--- src/rtl/rvcpu_pkg.sv ---
// Shared RV32I core definitions: register index type, opcode classes and base opcodes.
package rvcpu;

  typedef logic [4:0] reg_t;

  typedef enum logic [3:0] {
    LUI,
    AUIPC,
    JAL,
    JALR,
    BRANCH,
    LOAD,
    STORE,
    OPIMM,
    OP,
    ILLEGAL
  } opclass_t;

  localparam logic [6:0] OPC_LUI    = 7'b0110111;
  localparam logic [6:0] OPC_AUIPC  = 7'b0010111;
  localparam logic [6:0] OPC_JAL    = 7'b1101111;
  localparam logic [6:0] OPC_JALR   = 7'b1100111;
  localparam logic [6:0] OPC_BRANCH = 7'b1100011;
  localparam logic [6:0] OPC_LOAD   = 7'b0000011;
  localparam logic [6:0] OPC_STORE  = 7'b0100011;
  localparam logic [6:0] OPC_OPIMM  = 7'b0010011;
  localparam logic [6:0] OPC_OP     = 7'b0110011;

endpackage

--- src/rtl/rv_imm_gen.sv ---
// Combinational RV32I classifier: opcode class, sign-extended immediate and
// which register fields the instruction reads or writes.
module rv_imm_gen
  import rvcpu::*;
#(
  parameter int Width = 32
) (
  input  logic [31:0]      instr,
  output opclass_t         op,
  output logic [Width-1:0] imm,
  output logic             use_rs1,
  output logic             use_rs2,
  output logic             writes_rd
);

  logic [31:0] imm32;

  // The 32-bit immediate is already extended from instr[31]; widening keeps the sign.
  always_comb begin
    op        = ILLEGAL;
    imm32     = '0;
    use_rs1   = 1'b0;
    use_rs2   = 1'b0;
    writes_rd = 1'b0;
    case (instr[6:0])
      OPC_LUI: begin
        op        = LUI;
        imm32     = {instr[31:12], 12'b0};
        writes_rd = 1'b1;
      end
      OPC_AUIPC: begin
        op        = AUIPC;
        imm32     = {instr[31:12], 12'b0};
        writes_rd = 1'b1;
      end
      OPC_JAL: begin
        op        = JAL;
        imm32     = {{11{instr[31]}}, instr[31], instr[19:12], instr[20], instr[30:21], 1'b0};
        writes_rd = 1'b1;
      end
      OPC_JALR: begin
        op        = JALR;
        imm32     = {{20{instr[31]}}, instr[31:20]};
        use_rs1   = 1'b1;
        writes_rd = 1'b1;
      end
      OPC_LOAD: begin
        op        = LOAD;
        imm32     = {{20{instr[31]}}, instr[31:20]};
        use_rs1   = 1'b1;
        writes_rd = 1'b1;
      end
      OPC_OPIMM: begin
        op        = OPIMM;
        imm32     = {{20{instr[31]}}, instr[31:20]};
        use_rs1   = 1'b1;
        writes_rd = 1'b1;
      end
      OPC_BRANCH: begin
        op      = BRANCH;
        imm32   = {{19{instr[31]}}, instr[31], instr[7], instr[30:25], instr[11:8], 1'b0};
        use_rs1 = 1'b1;
        use_rs2 = 1'b1;
      end
      OPC_STORE: begin
        op      = STORE;
        imm32   = {{20{instr[31]}}, instr[31:25], instr[11:7]};
        use_rs1 = 1'b1;
        use_rs2 = 1'b1;
      end
      OPC_OP: begin
        op        = OP;
        use_rs1   = 1'b1;
        use_rs2   = 1'b1;
        writes_rd = 1'b1;
      end
      default: ;
    endcase
  end

  assign imm = Width'($signed(imm32));

endmodule

--- src/rtl/decode_stage.sv ---
// RV32I decode stage: issues regfile reads on accept, registers the decoded
// packet to line up with regfile's registered read data, and stalls on RAW/WAW.
module decode_stage
  import rvcpu::*;
#(
  parameter int Width = 32
) (
  input  logic             clk,
  input  logic             reset,
  input  logic             in_valid,
  output logic             in_ready,
  input  logic [31:0]      in_instr,
  input  logic [Width-1:0] in_pc,
  output reg_t             rs1,
  output logic             rs1_valid,
  output reg_t             rs2,
  output logic             rs2_valid,
  output logic             out_valid,
  input  logic             out_ready,
  output logic [Width-1:0] out_pc,
  output opclass_t         out_op,
  output logic [2:0]       out_funct3,
  output logic             out_funct7b5,
  output logic [Width-1:0] out_imm,
  output reg_t             out_rd,
  output logic             out_rd_valid,
  output logic             out_use_rs1,
  output logic             out_use_rs2,
  output logic             out_illegal,
  input  logic             wb_valid,
  input  reg_t             wb_rd,
  input  logic             flush
);

  opclass_t         dec_op;
  logic [Width-1:0] dec_imm;
  logic             dec_use_rs1;
  logic             dec_use_rs2;
  logic             dec_writes_rd;

  rv_imm_gen #(.Width(Width)) u_imm_gen (
    .instr     (in_instr),
    .op        (dec_op),
    .imm       (dec_imm),
    .use_rs1   (dec_use_rs1),
    .use_rs2   (dec_use_rs2),
    .writes_rd (dec_writes_rd)
  );

  reg_t        rs1_f;
  reg_t        rs2_f;
  reg_t        rd_f;
  logic        dec_rd_valid;
  logic        hazard;
  logic        fire;
  logic [31:0] busy;
  logic [31:0] busy_next;

  assign rs1_f        = in_instr[19:15];
  assign rs2_f        = in_instr[24:20];
  assign rd_f         = in_instr[11:7];
  assign dec_rd_valid = dec_writes_rd && (rd_f != 5'd0);

  // No writeback bypass: regfile returns the old value in the same cycle it is written.
  assign hazard = (dec_use_rs1 && busy[rs1_f]) ||
                  (dec_use_rs2 && busy[rs2_f]) ||
                  (dec_rd_valid && busy[rd_f]);

  assign in_ready  = !reset && (!out_valid || out_ready) && !hazard && !flush;
  assign fire      = in_valid && in_ready;
  assign rs1       = reset ? 5'd0 : rs1_f;
  assign rs2       = reset ? 5'd0 : rs2_f;
  assign rs1_valid = fire && dec_use_rs1;
  assign rs2_valid = fire && dec_use_rs2;

  // A new writer's set is applied last so it wins over a same-cycle clear.
  always_comb begin
    busy_next = busy;
    if (wb_valid && (wb_rd != 5'd0))
      busy_next[wb_rd] = 1'b0;
    if (flush && out_valid && !out_ready && out_rd_valid)
      busy_next[out_rd] = 1'b0;
    if (fire && dec_rd_valid)
      busy_next[rd_f] = 1'b1;
    busy_next[0] = 1'b0;
  end

  always_ff @(posedge clk) begin
    if (reset) begin
      busy         <= '0;
      out_valid    <= 1'b0;
      out_pc       <= '0;
      out_op       <= opclass_t'(4'd0);
      out_funct3   <= '0;
      out_funct7b5 <= 1'b0;
      out_imm      <= '0;
      out_rd       <= '0;
      out_rd_valid <= 1'b0;
      out_use_rs1  <= 1'b0;
      out_use_rs2  <= 1'b0;
      out_illegal  <= 1'b0;
    end else begin
      busy <= busy_next;
      if (flush) begin
        out_valid <= 1'b0;
      end else if (fire) begin
        out_valid    <= 1'b1;
        out_pc       <= in_pc;
        out_op       <= dec_op;
        out_funct3   <= in_instr[14:12];
        out_funct7b5 <= in_instr[30];
        out_imm      <= dec_imm;
        out_rd       <= dec_writes_rd ? rd_f : 5'd0;
        out_rd_valid <= dec_rd_valid;
        out_use_rs1  <= dec_use_rs1;
        out_use_rs2  <= dec_use_rs2;
        out_illegal  <= (dec_op == ILLEGAL);
      end else if (out_ready) begin
        out_valid <= 1'b0;
      end
    end
  end

endmodule

--- config.mk ---
export PLATFORM = sky130hd
export DESIGN_NAME = decode_stage
export DESIGN_NICKNAME = d
export VERILOG_FILES = /design/src/rtl/rvcpu_pkg.sv /design/src/rtl/rv_imm_gen.sv /design/src/rtl/decode_stage.sv
export SDC_FILE = /design/constraint.sdc
export NUM_CORES = 1
export LEC_CHECK = 0
export ABC_CLOCK_PERIOD_IN_PS = 3200
export BUFFER_PORTS_ARGS = -buffer_cell sky130_fd_sc_hd__buf_2
export CAP_MARGIN = 20
export CORE_MARGIN = 2
export CORE_UTILIZATION = 54
export CTS_CLUSTER_SIZE = 12
export DETAILED_ROUTE_END_ITERATION = 10
export GPL_TIMING_DRIVEN = 0
export PLACE_DENSITY = 0.81
export REMOVE_ABC_BUFFERS = 1
export SETUP_SLACK_MARGIN = 0.1
export SLEW_MARGIN = 10
export SYNTH_ARGS = -nofsm -noshare
export SYNTH_HDL_FRONTEND = slang
export SYNTH_HIERARCHICAL = 1
export SYNTH_SLANG_ARGS = --single-unit
export TNS_END_PERCENT = 20
--- constraint.sdc ---
create_clock -name clk -period 3.2 [get_ports clk]
set_clock_uncertainty 0.2 [all_clocks]
set_input_delay 0.32 -clock clk [delete_from_list [all_inputs] [get_ports clk]]
set_output_delay 0.32 -clock clk [all_outputs]
set_load 0.05 [all_outputs]
**After elaboration in Yosys (flattened, before gate mapping)**

Index checks and enable logic that the tools add are counted.

- RAM bits: 0
- Memories kept: 0
- Logic and storage cells: 98
- Register bits: 114
- Bits in read-only memories: 0
- Bits in latches: 0
- Bits of input ports: 75
- Output and inout bits: 95

- $mul: 0
- Bitwise logic cells: 6
- Divide/modulo/power cells: 0
- Equal/unequal tests: 10
- $lt $le $gt $ge: 8
- Muxes and demuxes: 25
- Add/subtract/negate cells: 0
- Reduce and logical (&&, ||, !) cells: 36
- Shifts and indexed selects: 0

Operator list:

| kind | number |
|---|---|
| one-hot mux 32 bit (5 select lines) | 1 |
| 2-to-1 mux 32 bit | 3 |
| bitwise AND 32 bit | 2 |
| inverter 32 bit | 2 |
| one-hot mux 4 bit (9 select lines) | 1 |
| bitwise OR 32 bit | 1 |
| < comparator 5 x 6 -> 1 bit, second input constant | 5 |
| == test 7 x 6 -> 1 bit, second input constant | 3 |
| == test 7 bit, second input constant | 3 |
| logical AND 1 bit | 18 |
| binary-select mux 1 bit (select 5 bit) | 3 |
| demux 1 bit (select 5 bit) | 3 |
| greater-or-equal comparator 5 x 1 -> 1 bit, second input constant | 3 |
| 2-to-1 mux 5 bit | 3 |
| == test 7 x 5 -> 1 bit, second input constant | 2 |
| 2-to-1 mux 1 bit | 11 |
| nonzero test 5 bit | 2 |
| == test 7 x 2 -> 1 bit, second input constant | 1 |
| OR reduction 7 bit | 1 |
| OR reduction 3 bit | 2 |
| OR reduction 6 bit | 1 |
| logical NOT 1 bit | 5 |
| == test 4 bit, second input constant | 1 |
| OR reduction 2 bit | 2 |
| 4 further kinds | 6 |

**Longest topological paths before layout**

- Depth in word-level cells: 12
- Gate-level depth with buffers: 12
- Gate-level depth less buffers: 8

**Hierarchy**

Netlist, hierarchy kept.

Modules (own cells, without submodules):

| module | sequential area each (µm²) | cells each | area each (µm²) | times used |
|---|---|---|---|---|
| decode_stage | 2,262.2 | 573 | 6,003.3 | 1 |
| rv_imm_gen | 0.0 | 109 | 777.0 | 1 |

**Worst setup path after synthesis**

Ideal clock, no wire load.

- Kind: input-to-output
- From: in in_instr[21]
- To: out rs1_valid
- Path buffers: 3
- Data required time: 2.680 ns
- Slack: -0.175 ns
- Arrival time: 2.855 ns
- Stages on the path: 9
- Cells stage by stage: buf_4 mux4_2 a22oi_2 o31ai_1 a2111oi_2 o211ai_2 buf_6 buf_2 nor2_1

- Longest elaborated chain between the ends: 10

RTL lines:

| item | RTL line | source |
|---|---|---|
| start: declaration | decode_stage.sv:12 | `input logic [31:0] in_instr,` |
| binary-select mux 1 bit (select 5 bit) | decode_stage.sv:66 | `(dec_use_rs2 && busy[rs2_f]) \|\|` |
| 2-to-1 mux 1 bit (implied by the code) | decode_stage.sv:66 |  |
| logical AND 1 bit | decode_stage.sv:66 |  |
| logical OR 1 bit | decode_stage.sv:65 | `assign hazard = (dec_use_rs1 && busy[rs1_f]) \|\|` |
| logical OR 1 bit | decode_stage.sv:66 |  |
| logical NOT 1 bit | decode_stage.sv:69 | `assign in_ready = !reset && (!out_valid \|\| out_ready) && !hazard && !flush;` |
| logical AND 1 bit (2 in a row) | decode_stage.sv:69 |  |
| logical AND 1 bit | decode_stage.sv:70 | `assign fire = in_valid && in_ready;` |
| logical AND 1 bit | decode_stage.sv:73 | `assign rs1_valid = fire && dec_use_rs1;` |
| end: declaration | decode_stage.sv:15 | `output logic rs1_valid,` |

No other way between the ends. The select of a mux whose other input is x is not followed.

**Worst setup path after layout**

- From: reg busy[9]
- To: out rs1_valid

- Longest elaborated chain between the ends: 10
- Elaborated cells between the ends (all ways): 16
- Classes of those cells: mux: 6; reduce/logical: 10

RTL lines:

| item | RTL line | source |
|---|---|---|
| start: declaration | decode_stage.sv:56 | `logic [31:0] busy;` |
| start signal: assignment | decode_stage.sv:103 | `busy <= busy_next;` |
| binary-select mux 1 bit (select 5 bit), on equally long branches | decode_stage.sv:65, decode_stage.sv:66 |  |
| 2-to-1 mux 1 bit, on equally long branches | decode_stage.sv:65, decode_stage.sv:66 |  |
| logical AND 1 bit, on equally long branches | decode_stage.sv:65, decode_stage.sv:66 |  |
| logical OR 1 bit | decode_stage.sv:65 |  |
| logical OR 1 bit * | decode_stage.sv:66 |  |
| logical NOT 1 bit * | decode_stage.sv:69 |  |
| logical AND 1 bit * (2 in a row) | decode_stage.sv:69 |  |
| logical AND 1 bit * | decode_stage.sv:70 |  |
| logical AND 1 bit * | decode_stage.sv:73 |  |

Every way passes the cells marked *; elsewhere a longest branch is shown, timed or not. The select of a mux whose other input is x is not followed.

==> impl_metrics.py <==
metrics = {
    "status": {
        "status": "finished clean",
    },
    "route": {
        "wl_per_cell_um": 20.99,
        "first_pass_iters": 5,
        "drc": 0,
        "ant_nets": 0,
        "drtIter0Drc": 662,
        "routed_via_density": 6.250,
        "vias": 6512,
        "drt_wl_total_um": 21870,
    },
    "synth": {
        "synth_cells": 682,
        "synth_seq_cells": 113,
        "synth_edf_count": 0,
        "synth_cell_type_count": 62,
        "syn_area_mm2": 0.006780,
        "synth_area_per_cell_um2": 9.942,
        "async_reset_ff_share_pct": 0,
        "seq_area_frac_synth_pct": 33.36,
        "yosys_warnings": 6,
        "synth_top_flop_cell": "dfxtp_1",
    },
    "pwr": {
        "peakVddDrop_mv": 0.4487,
        "p_leak_nw": 3.859,
        "powerDensity_mw_per_mm2": 464.9,
        "power_mw": 4.146,
    },
    "floorplanning": {
        "die_w_um": 116.1,
        "io_pins": 170,
        "fp-row-count": 40,
        "die_y_um": 116.1,
        "core-area_mm2": 0.01211,
        "dieArea_mm2": 0.01347,
        "floorplan.initialDensity_pct": 55.98,
    },
    "grt": {
        "grt_pass1_vias": 6500,
        "antenna_found_initial": 0,
        "grtUsageMet3_pct": 8.316,
        "grt-ovfl-total": 0,
        "grt_util_met1_pct": 37.48,
        "grt_max_degree": 108,
        "grtUsageMet2_pct": 53.18,
        "track_usage_pct": 31.81,
        "grt_pass1_wl_um": 32940,
        "grt.busiest_layer": "met2",
    },
    "place": {
        "dp_hpwl_um": 13570,
        "dpl.cell_count": 962,
        "place_area_mm2": 0.007691,
        "gp_congestion": 0.9364,
        "numPortBuffers": 169,
    },
    "layout": {
        "final_nets": 936,
        "fin_area_mm2": 0.008917,
        "most-common-layout-cells": "buf_2 (164), nor2b_1 (122), dfxtp_1 (111)",
        "drive_gt1_share_pct": 40.16,
        "finalNonFillerCells": 1042,
        "diodes": 0,
        "syn2layout_area_growth_pct": 31.52,
        "layout_commonest_cell": "buf_2",
    },
    "worst_setup_path": {
        "crit_arrival_ns": 2.57,
        "critPathKind": "reg -> out",
        "r2r_cells": 9,
        "start_kind": "flop",
        "endpoint_kind": "primary output",
        "required_ns": 2.68,
        "path_max_fanout": 6,
    },
    "sta": {
        "tightest_slew_ns": 1.014,
        "post-route-min-period_ns": 3.089,
        "relSlewSlack_pct": 31.79,
        "rsz0062_at_grt": "true",
        "timing.final.crit_share_pct": 96.53,
        "setup_tns_ns": 0,
        "finalHoldWorstSlack_ns": 0.06502,
        "report.final.slew_viol_count": 0,
        "max_freq_ghz": 0.3237,
        "finalSetupViolCount": 0,
        "finalHoldViolCount": 0,
    },
    "cts": {
        "cts_made_buffers": 17,
        "h-tree-depth": 4,
        "clk_pin_slew_worst_paths_ns": 0.06,
        "cts-root-buf": "clkbuf_16",
        "clock-sinks": 113,
        "clockBufferDepth": 2,
        "clk_latency_ns": 0.42,
        "cts_tree": "done",
    },
    "hold_path": {
        "holdCritPathClass": "in -> reg",
        "hold_path_depth": 4,
    },
    "job": {
        "max-cap-violations": 0,
    },
}
-- state kept, by name, summed over array words and instances (netlist names), 3 cells and up --
name	count
out_op	4
out_imm	32
out_rd	5
busy	31
out_funct3	3
out_pc	32
-- worst paths after layout --
check                     from     endpoint  slack [ns]
setup / recovery       busy[9]    rs1_valid        0.11
hold / removal    in_instr[27]  out_imm[27]        0.07
hold reg to reg    out_use_rs1  out_use_rs1        0.29
setup reg to reg       busy[9]  out_imm[16]        0.20
-- layout make-up --
cell class	count	area [um^2]
Clock inverter	12	181.4
Timing Repair Buffer	224	1521
Clock buffer	20	466.7
Inverter	8	30.03
Multi-Input combinational cell	497	4240
Sequential cell	113	2267
Tap cell	168	210.2
Fill cell	860	3194
-- stage by stage --
stage	util, %	worst slack (ns)
2_1_floorplan	-	-2.887
3_3_place_gp	61.96	-3.958
3_5_place_dp	63.50	-0.8846
4_1_cts	72.70	0.09526
5_1_grt	73.63	-0.02863
6_report	73.63	0.1112
-- critical path, cell delays in order (launching register included) --
cell and delay (ns):
dfxtp_4 0.36, mux4_2 0.46, a22oi_2 0.26, o31ai_4 0.13, a2111oi_4 0.41, o211ai_4 0.21
nor2_2 0.15, buf_6 0.17
-- routing by layer --
layer | wire length (um) | up-vias | part of all wire (%)
li1 | - | 2921 | -
met1 | 8214 | 3121 | 38
met2 | 10800 | 389 | 49
met3 | 2030 | 81 | 9.3
met4 | 827 | 0 | 3.8
met5 | 0 | - | 0
-- timing repair --
action,4_1_cts,5_1_grt
endpoints found under the hold margin,37,0
buffers inserted,4,4
hold buffers,38,0
gates resized for setup,8,14
endpoints found under the setup margin,92,37
pin swaps,2,3
gates cloned,1,2
-- report_power, final --
| part | leakage, nW | total, mW | switching (mW) | internal, mW |
|---|---|---|---|---|
| clock network | 0.304 | 2.08 | 0.711 | 1.36 |
| logic | 2.64 | 0.614 | 0.395 | 0.219 |
| registers | 0.917 | 1.46 | 0.0158 | 1.44 |
| total | 3.86 | 4.15 | 1.12 | 3.02 |
-- synth_stat cells, types with 11 or more instances --
cell,instances,share of area (%)
mux4_2,14,4.7
o31ai_1,13,1.4
mux2i_1,23,3.4
nor2_1,22,1.2
o41ai_1,17,2.2
nor2b_1,122,11
nand2_1,18,1.0
o221ai_1,33,4.3
nand3_1,24,1.8
dfxtp_1,113,33
o41ai_2,14,3.4
clkbuf_1,35,1.9
mux2_2,73,12
nand3b_1,15,1.7
nand2b_1,11,1.0
buf_2,19,1.4
-- cells by family (layout without fill, tap and decap cells) --
kind of cell	count (synthesis)	count (layout)	synth area share, %
mux	114	114	20.83
compound gates	129	130	17.55
flops	113	113	33.36
buf+inv	73	264	5.333
simple gates	253	253	22.92
Power figures use the tool's default switching activity.
